$ cat src/rtl/pwm_pkg.sv
// pwm_pkg: shared state encoding and default duty width for the PWM controller.
// Revision 1.0
`default_nettype none

package pwm_pkg;

   localparam int PWM_IN_SIZE_DEF = 10;

   typedef enum logic [1:0] {
      ST_IDLE = 2'd0,
      ST_RUN  = 2'd1,
      ST_RAMP = 2'd2,
      ST_STOP = 2'd3
   } state_e;

endpackage

`default_nettype wire

$ cat src/rtl/pwm_prescaler.sv
// pwm_prescaler: one-clk ce pulse every prescale+1 clks; ce held high when prescale=0.
// Revision 1.0
`default_nettype none

module pwm_prescaler #(
   parameter int PRESCALE_W = 8
) (
   input  logic                  clk,
   input  logic                  synch_reset_n,
   input  logic [PRESCALE_W-1:0] prescale,
   output logic                  ce
);

   logic [PRESCALE_W-1:0] cnt_q;
   logic [PRESCALE_W-1:0] period_q;
   logic                  ce_q;

   // The period is latched only at wrap, so a new prescale starts after the next ce.
   always_ff @(posedge clk) begin
      if (!synch_reset_n) begin
         cnt_q    <= '0;
         period_q <= '0;
         ce_q     <= 1'b0;
      end else if (cnt_q == period_q) begin
         cnt_q    <= '0;
         period_q <= prescale;
         ce_q     <= 1'b1;
      end else begin
         cnt_q    <= cnt_q + 1'b1;
         ce_q     <= 1'b0;
      end
   end

   assign ce = ce_q;

endmodule

`default_nettype wire

$ cat src/rtl/pwm_ctrl.sv
// pwm_ctrl: run/ramp/stop sequencer with round-robin duty requests and slew-limited duty.
// Revision 1.0
`default_nettype none

module pwm_ctrl
   import pwm_pkg::*;
#(
   parameter int          PWM_IN_SIZE = PWM_IN_SIZE_DEF,
   parameter int          PRESCALE_W  = 8,
   parameter int unsigned STEP_MAX    = 16
) (
   input  logic                          clk,
   input  logic                          synch_reset_n,
   input  logic [PRESCALE_W-1:0]         prescale,
   input  logic                          enable,
   input  logic                          estop,
   input  logic                          req_a_valid,
   input  logic signed [PWM_IN_SIZE-1:0] req_a_data,
   output logic                          req_a_ready,
   input  logic                          req_b_valid,
   input  logic signed [PWM_IN_SIZE-1:0] req_b_data,
   output logic                          req_b_ready,
   output logic                          ce,
   output logic                          oe,
   output logic signed [PWM_IN_SIZE-1:0] duty_out,
   output logic                          period_start,
   output logic [1:0]                    state
);

   localparam int CNT_W = PWM_IN_SIZE - 1;
   localparam logic [CNT_W-1:0] UPD_PT = {{(CNT_W-1){1'b1}}, 1'b0};
   localparam logic signed [PWM_IN_SIZE:0] STEP_S = (PWM_IN_SIZE+1)'(STEP_MAX);

   logic                          ce_w;
   logic [CNT_W-1:0]              pcnt_q;
   logic                          ps_q;
   state_e                        state_q;
   logic                          oe_q;
   logic                          rdy_a_q, rdy_b_q, rr_q;
   logic signed [PWM_IN_SIZE-1:0] duty_q, target_q, duty_d;
   logic signed [PWM_IN_SIZE:0]   duty_x, tgt_x, diff, sum;
   logic                          upd, acc_a, acc_b, rr_d, rdy_a_d, rdy_b_d;

   pwm_prescaler #(.PRESCALE_W(PRESCALE_W)) u_prescaler (
      .clk           (clk),
      .synch_reset_n (synch_reset_n),
      .prescale      (prescale),
      .ce            (ce_w)
   );

   always_ff @(posedge clk) begin
      if (!synch_reset_n) begin
         pcnt_q <= '0;
         ps_q   <= 1'b0;
      end else begin
         ps_q <= ce_w && (pcnt_q == '1);
         if (ce_w) pcnt_q <= pcnt_q + 1'b1;
      end
   end

   // One extra bit keeps target-duty exact across the full signed range.
   always_comb begin
      duty_x = duty_q;
      tgt_x  = target_q;
      diff   = tgt_x - duty_x;
      if (diff > STEP_S)       sum = duty_x + STEP_S;
      else if (diff < -STEP_S) sum = duty_x - STEP_S;
      else                     sum = tgt_x;
      duty_d = $signed(sum[PWM_IN_SIZE-1:0]);
   end

   assign upd   = ce_w && (pcnt_q == UPD_PT);
   assign acc_a = rdy_a_q & req_a_valid;
   assign acc_b = rdy_b_q & req_b_valid;
   // rr_q=1 gives B priority on the next contested cycle.
   assign rr_d    = acc_a ? 1'b1 : (acc_b ? 1'b0 : rr_q);
   assign rdy_a_d = req_a_valid & (~req_b_valid | ~rr_d);
   assign rdy_b_d = req_b_valid & (~req_a_valid | rr_d);

   always_ff @(posedge clk) begin
      if (!synch_reset_n) begin
         state_q  <= ST_IDLE;
         oe_q     <= 1'b0;
         duty_q   <= '0;
         target_q <= '0;
         rdy_a_q  <= 1'b0;
         rdy_b_q  <= 1'b0;
         rr_q     <= 1'b0;
      end else if (estop) begin
         state_q  <= ST_STOP;
         oe_q     <= 1'b0;
         duty_q   <= '0;
         target_q <= '0;
         rdy_a_q  <= 1'b0;
         rdy_b_q  <= 1'b0;
      end else begin
         rdy_a_q <= 1'b0;
         rdy_b_q <= 1'b0;
         case (state_q)
            ST_IDLE: begin
               target_q <= '0;
               if (enable) begin
                  state_q <= ST_RUN;
                  oe_q    <= 1'b1;
                  rdy_a_q <= rdy_a_d;
                  rdy_b_q <= rdy_b_d;
               end
            end
            ST_RUN: begin
               rr_q <= rr_d;
               if (upd) duty_q <= duty_d;
               if (!enable) begin
                  state_q  <= ST_RAMP;
                  target_q <= '0;
               end else begin
                  rdy_a_q <= rdy_a_d;
                  rdy_b_q <= rdy_b_d;
                  if (acc_a)      target_q <= req_a_data;
                  else if (acc_b) target_q <= req_b_data;
               end
            end
            ST_RAMP: begin
               if (upd) duty_q <= duty_d;
               if (enable) begin
                  state_q <= ST_RUN;
                  rdy_a_q <= rdy_a_d;
                  rdy_b_q <= rdy_b_d;
               end else if (upd && duty_q == '0) begin
                  state_q <= ST_IDLE;
                  oe_q    <= 1'b0;
               end
            end
            ST_STOP: begin
               if (!enable) state_q <= ST_IDLE;
            end
         endcase
      end
   end

   assign req_a_ready  = rdy_a_q;
   assign req_b_ready  = rdy_b_q;
   assign ce           = ce_w;
   assign oe           = oe_q;
   assign duty_out     = duty_q;
   assign period_start = ps_q;
   assign state        = state_q;

endmodule

`default_nettype wire
$ cat config.mk
export PLATFORM = sky130hd
export DESIGN_NAME = pwm_ctrl
export DESIGN_NICKNAME = d
export VERILOG_FILES = /design/src/rtl/pwm_pkg.sv /design/src/rtl/pwm_prescaler.sv /design/src/rtl/pwm_ctrl.sv
export SDC_FILE = /design/constraint.sdc
export NUM_CORES = 1
export LEC_CHECK = 0
export BUFFER_PORTS_ARGS = -buffer_cell sky130_fd_sc_hd__buf_2
export CORE_ASPECT_RATIO = 1.4
export CORE_MARGIN = 4
export CORE_UTILIZATION = 55
export CTS_CLUSTER_SIZE = 12
export DETAILED_ROUTE_END_ITERATION = 6
export GPL_TIMING_DRIVEN = 1
export PLACE_DENSITY = 0.88
export SYNTH_ARGS = -nofsm -noshare
export SYNTH_HDL_FRONTEND = slang
export SYNTH_SLANG_ARGS = --single-unit
$ cat constraint.sdc
create_clock -name clk -period 8.1 [get_ports clk]
set_input_delay 0.405 -clock clk [delete_from_list [all_inputs] [get_ports clk]]
set_output_delay 0.405 -clock clk [all_outputs]
set_load 0.1 [all_outputs]
==> metrics.cfg <==
[worst_setup_path]
critPathCaptureType=flop
crit_required_ns=8.26
path_cells=inv_1, ha_1, nand2_2, o31ai_4, o221ai_2, a21oi_2, nand4_2, or3_1, mux2_4, o21ai_1, a21oi_1
cp-start-kind=flop
cp.arrival_ns=3.32
critPathTopFamily=compound AO/OA/AOI/OAI gates
critPathKind=flop to flop
critPathBufInv=1
path_max_fanout=8
crit_slowest_cell=or3_1
critical_path.max_stage_delay_ns=0.52

[power]
p_clk_share_pct=24.5
vdd.ir_drop.worst_mv=0.160
p_int_w=0.000422
powerDensity_nw_per_um2=179
p_sw_w=0.000231
p_comb_share_pct=29.0
power.leakage_nw=1.50
seqPwrFrac_pct=46.5
switching_share_pct=35.4

[timing]
finalSetupViolations=0
worst_slack_ns=4.94
fin_crit_sh_pct=39.0
fin_tns_setup_ns=0
whs_ns=0.294
period_minus_slack_ns=3.16
finalMaxSlewViolations=0
tightest_slew_ns=0.809
fmax_mhz=317
rsz0062_at_grt=false
worst_clock_skew_ns=0.0213
max_slew_margin_pct=45.9
hold_violations=0

[cts]
worstSkewPairLatency_ns=0.32
cts_setup_buffers=0
cts_tree=built
cts_buffers=5
cts_sinks=53
ctsResizeCount=0
hold_buffers=0
root_buffer=clkbuf_8
clk_pin_slew_worst_paths_ns=0.09
cts_max_level=2
cts_buffer_depth=2

[floorplanning]
die-area_um2=7260
std_cell_rows=33
die_y_um=99.2
start_util_pct=56.2
ios=51
die_x_um=73.2
core-area_um2=5820

[detailed_routing]
via_per_inst=5.94
drt_iter0_markers=158
met1_length_um=3100
met3_length_um=446
wl_met2_um=4010
antenna_left=0
drt_wl_total_um=7800
firstDrtPassIters=4
drt-wirelength-per-cell_um=15.4
drc=0
vias=3002
routed.top_layer=met4

[global_routing]
grt_usage_pct=21.9
antenna_found_initial=0
grt_max_degree=23
grt_pass1_vias=2974
grt_pass1_wl_um=13000
gr-total-overflow=0

[synth]
synth_cell_types=58
postSynthAreaPerCell_um2=8.36
yosys_warnings=0
synth_nets=447
ys_ff_latch=53
synth_cells=391
synth_seq_area_share_pct=32.5
synth_area_um2=3270
synth-edff-count=0
synth-async-reset-ratio_pct=0
synth_ff_type=dfxtp_1

[cells_and_area]
layout.cells.non_filler=505
n_antenna_cell=0
regArea_um2=1060
multi_input_area_um2=2070
layout-drive-gt1-share_pct=17.0
syn_to_final_growth_pct=11.6
fillers=465
nets=490
post-route-util_pct=62.6

[flow_run]
drv_cap=0

[placed_design]
io_buffers=50
dp.cells=497
dpl.hpwl_um=5990
gp_congestion=0.910
dp_slack_ns=4.97

[hold_path]
hold_class=input port to flop

[run_status]
outcome=finished, final reports clean

cell usage after synthesis (all sizes together) (12+ instances only):
| library cell | instances | share of area (%) |
|---|---|---|
| dfxtp | 53 | 32 |
| nor2 | 48 | 5.5 |
| a21oi | 28 | 4.4 |
| mux2i | 23 | 7.5 |
| nand2 | 23 | 2.8 |
| nand3 | 23 | 3.5 |
| ha | 21 | 8.0 |
| inv | 20 | 2.3 |
| o21ai | 19 | 2.9 |
| xnor2 | 19 | 5.1 |
| nor3 | 18 | 2.9 |
| clkbuf | 12 | 1.4 |
path summary, 6_finish.rpt:
| path | start | endpoint | slack [ns] | cells past startpoint |
|---|---|---|---|---|
| max | duty_out[4] | duty_out[1] | 4.94 | 11 |
| max reg2reg | duty_out[4] | duty_out[1] | 4.94 | 11 |
| min | req_b_valid | req_a_ready | 0.29 | 2 |
| min reg2reg | u_prescaler.cnt_q[0] | u_prescaler.cnt_q[0] | 0.50 | 1 |
power by group through the flow:
stage	Clock [W]	Combinational (W)	Sequential, W
floorplan	0	0.000138	0.000321
global placement	0	0.000180	0.000309
detailed placement	0	0.000188	0.000310
CTS	0.000162	0.000190	0.000304
global route	0.000170	0.000212	0.000306
finish	0.000160	0.000189	0.000304
cell usage in the layout (no fill, tap or decap), types with 2 or more instances in the layout:
master / count
or3_1: 2
ha_1: 21
clkbuf_8: 5
nor4_1: 3
o21ai_0: 10
xnor2_1: 19
a21oi_1: 27
a211oi_1: 2
a31oi_1: 5
nand2_1: 21
mux2i_1: 21
nand3b_1: 2
nor2b_1: 10
dfxtp_1: 53
mux2_2: 2
or2_1: 2
nand3_1: 23
and2_1: 3
nand2_2: 2
o2111ai_1: 2
xor2_1: 10
buf_2: 50
nor2_1: 48
nand4_1: 8
nor3_1: 17
o21ai_1: 9
o31ai_1: 3
o22ai_1: 3
and3_1: 2
inv_1: 20
cell families (layout without fill, tap and decap cells):
| kind of cell | count (synthesis) | after routing | synth area share [%] |
|---|---|---|---|
| simple gates | 149 | 149 | 22.4 |
| compound gates | 76 | 76 | 15.4 |
| flops | 53 | 53 | 32.5 |
| buf+inv | 35 | 79 | 4.29 |
| xor+xnor | 29 | 29 | 7.77 |
| mux | 27 | 27 | 9.03 |
| fa+ha+maj | 22 | 22 | 8.65 |
layout make-up:
type / instances / share of cell area, %
clock buffers: 5 / 1.89
clock inverters: 3 / 0.789
inverters: 20 / 2.06
multi-input cells: 303 / 56.7
flip-flops and latches: 53 / 29.1
well taps: 70 / 2.40
repair buffers: 51 / 7.07
state kept, by name (all words and copies together) (netlist names):
| signal | flops |
|---|---|
| u_prescaler.period_q | 8 |
| duty_out | 10 |
| target_q | 10 |
| rr_q | 1 |
| u_prescaler.ce | 1 |
| req_b_ready | 1 |
| oe | 1 |
| period_start | 1 |
| pcnt_q | 9 |
| state | 2 |
| req_a_ready | 1 |
| u_prescaler.cnt_q | 8 |
stage by stage:
step / power, W / area [µm²]
CTS: 0.000656 / 3650
finish: 0.000653 / 3650
detailed placement: 0.000497 / 3550
global placement: 0.000489 / 3550
floorplan: 0.000459 / 3270
global route: 0.000689 / 3650
layer usage:
metal,up-vias,global-route usage [%]
met5,-,0
li1,1481,-
met2,126,38.7
met1,1368,25.1
met3,27,3.84
met4,0,9.94
Note: power is estimated with default switching activity, not from simulation.
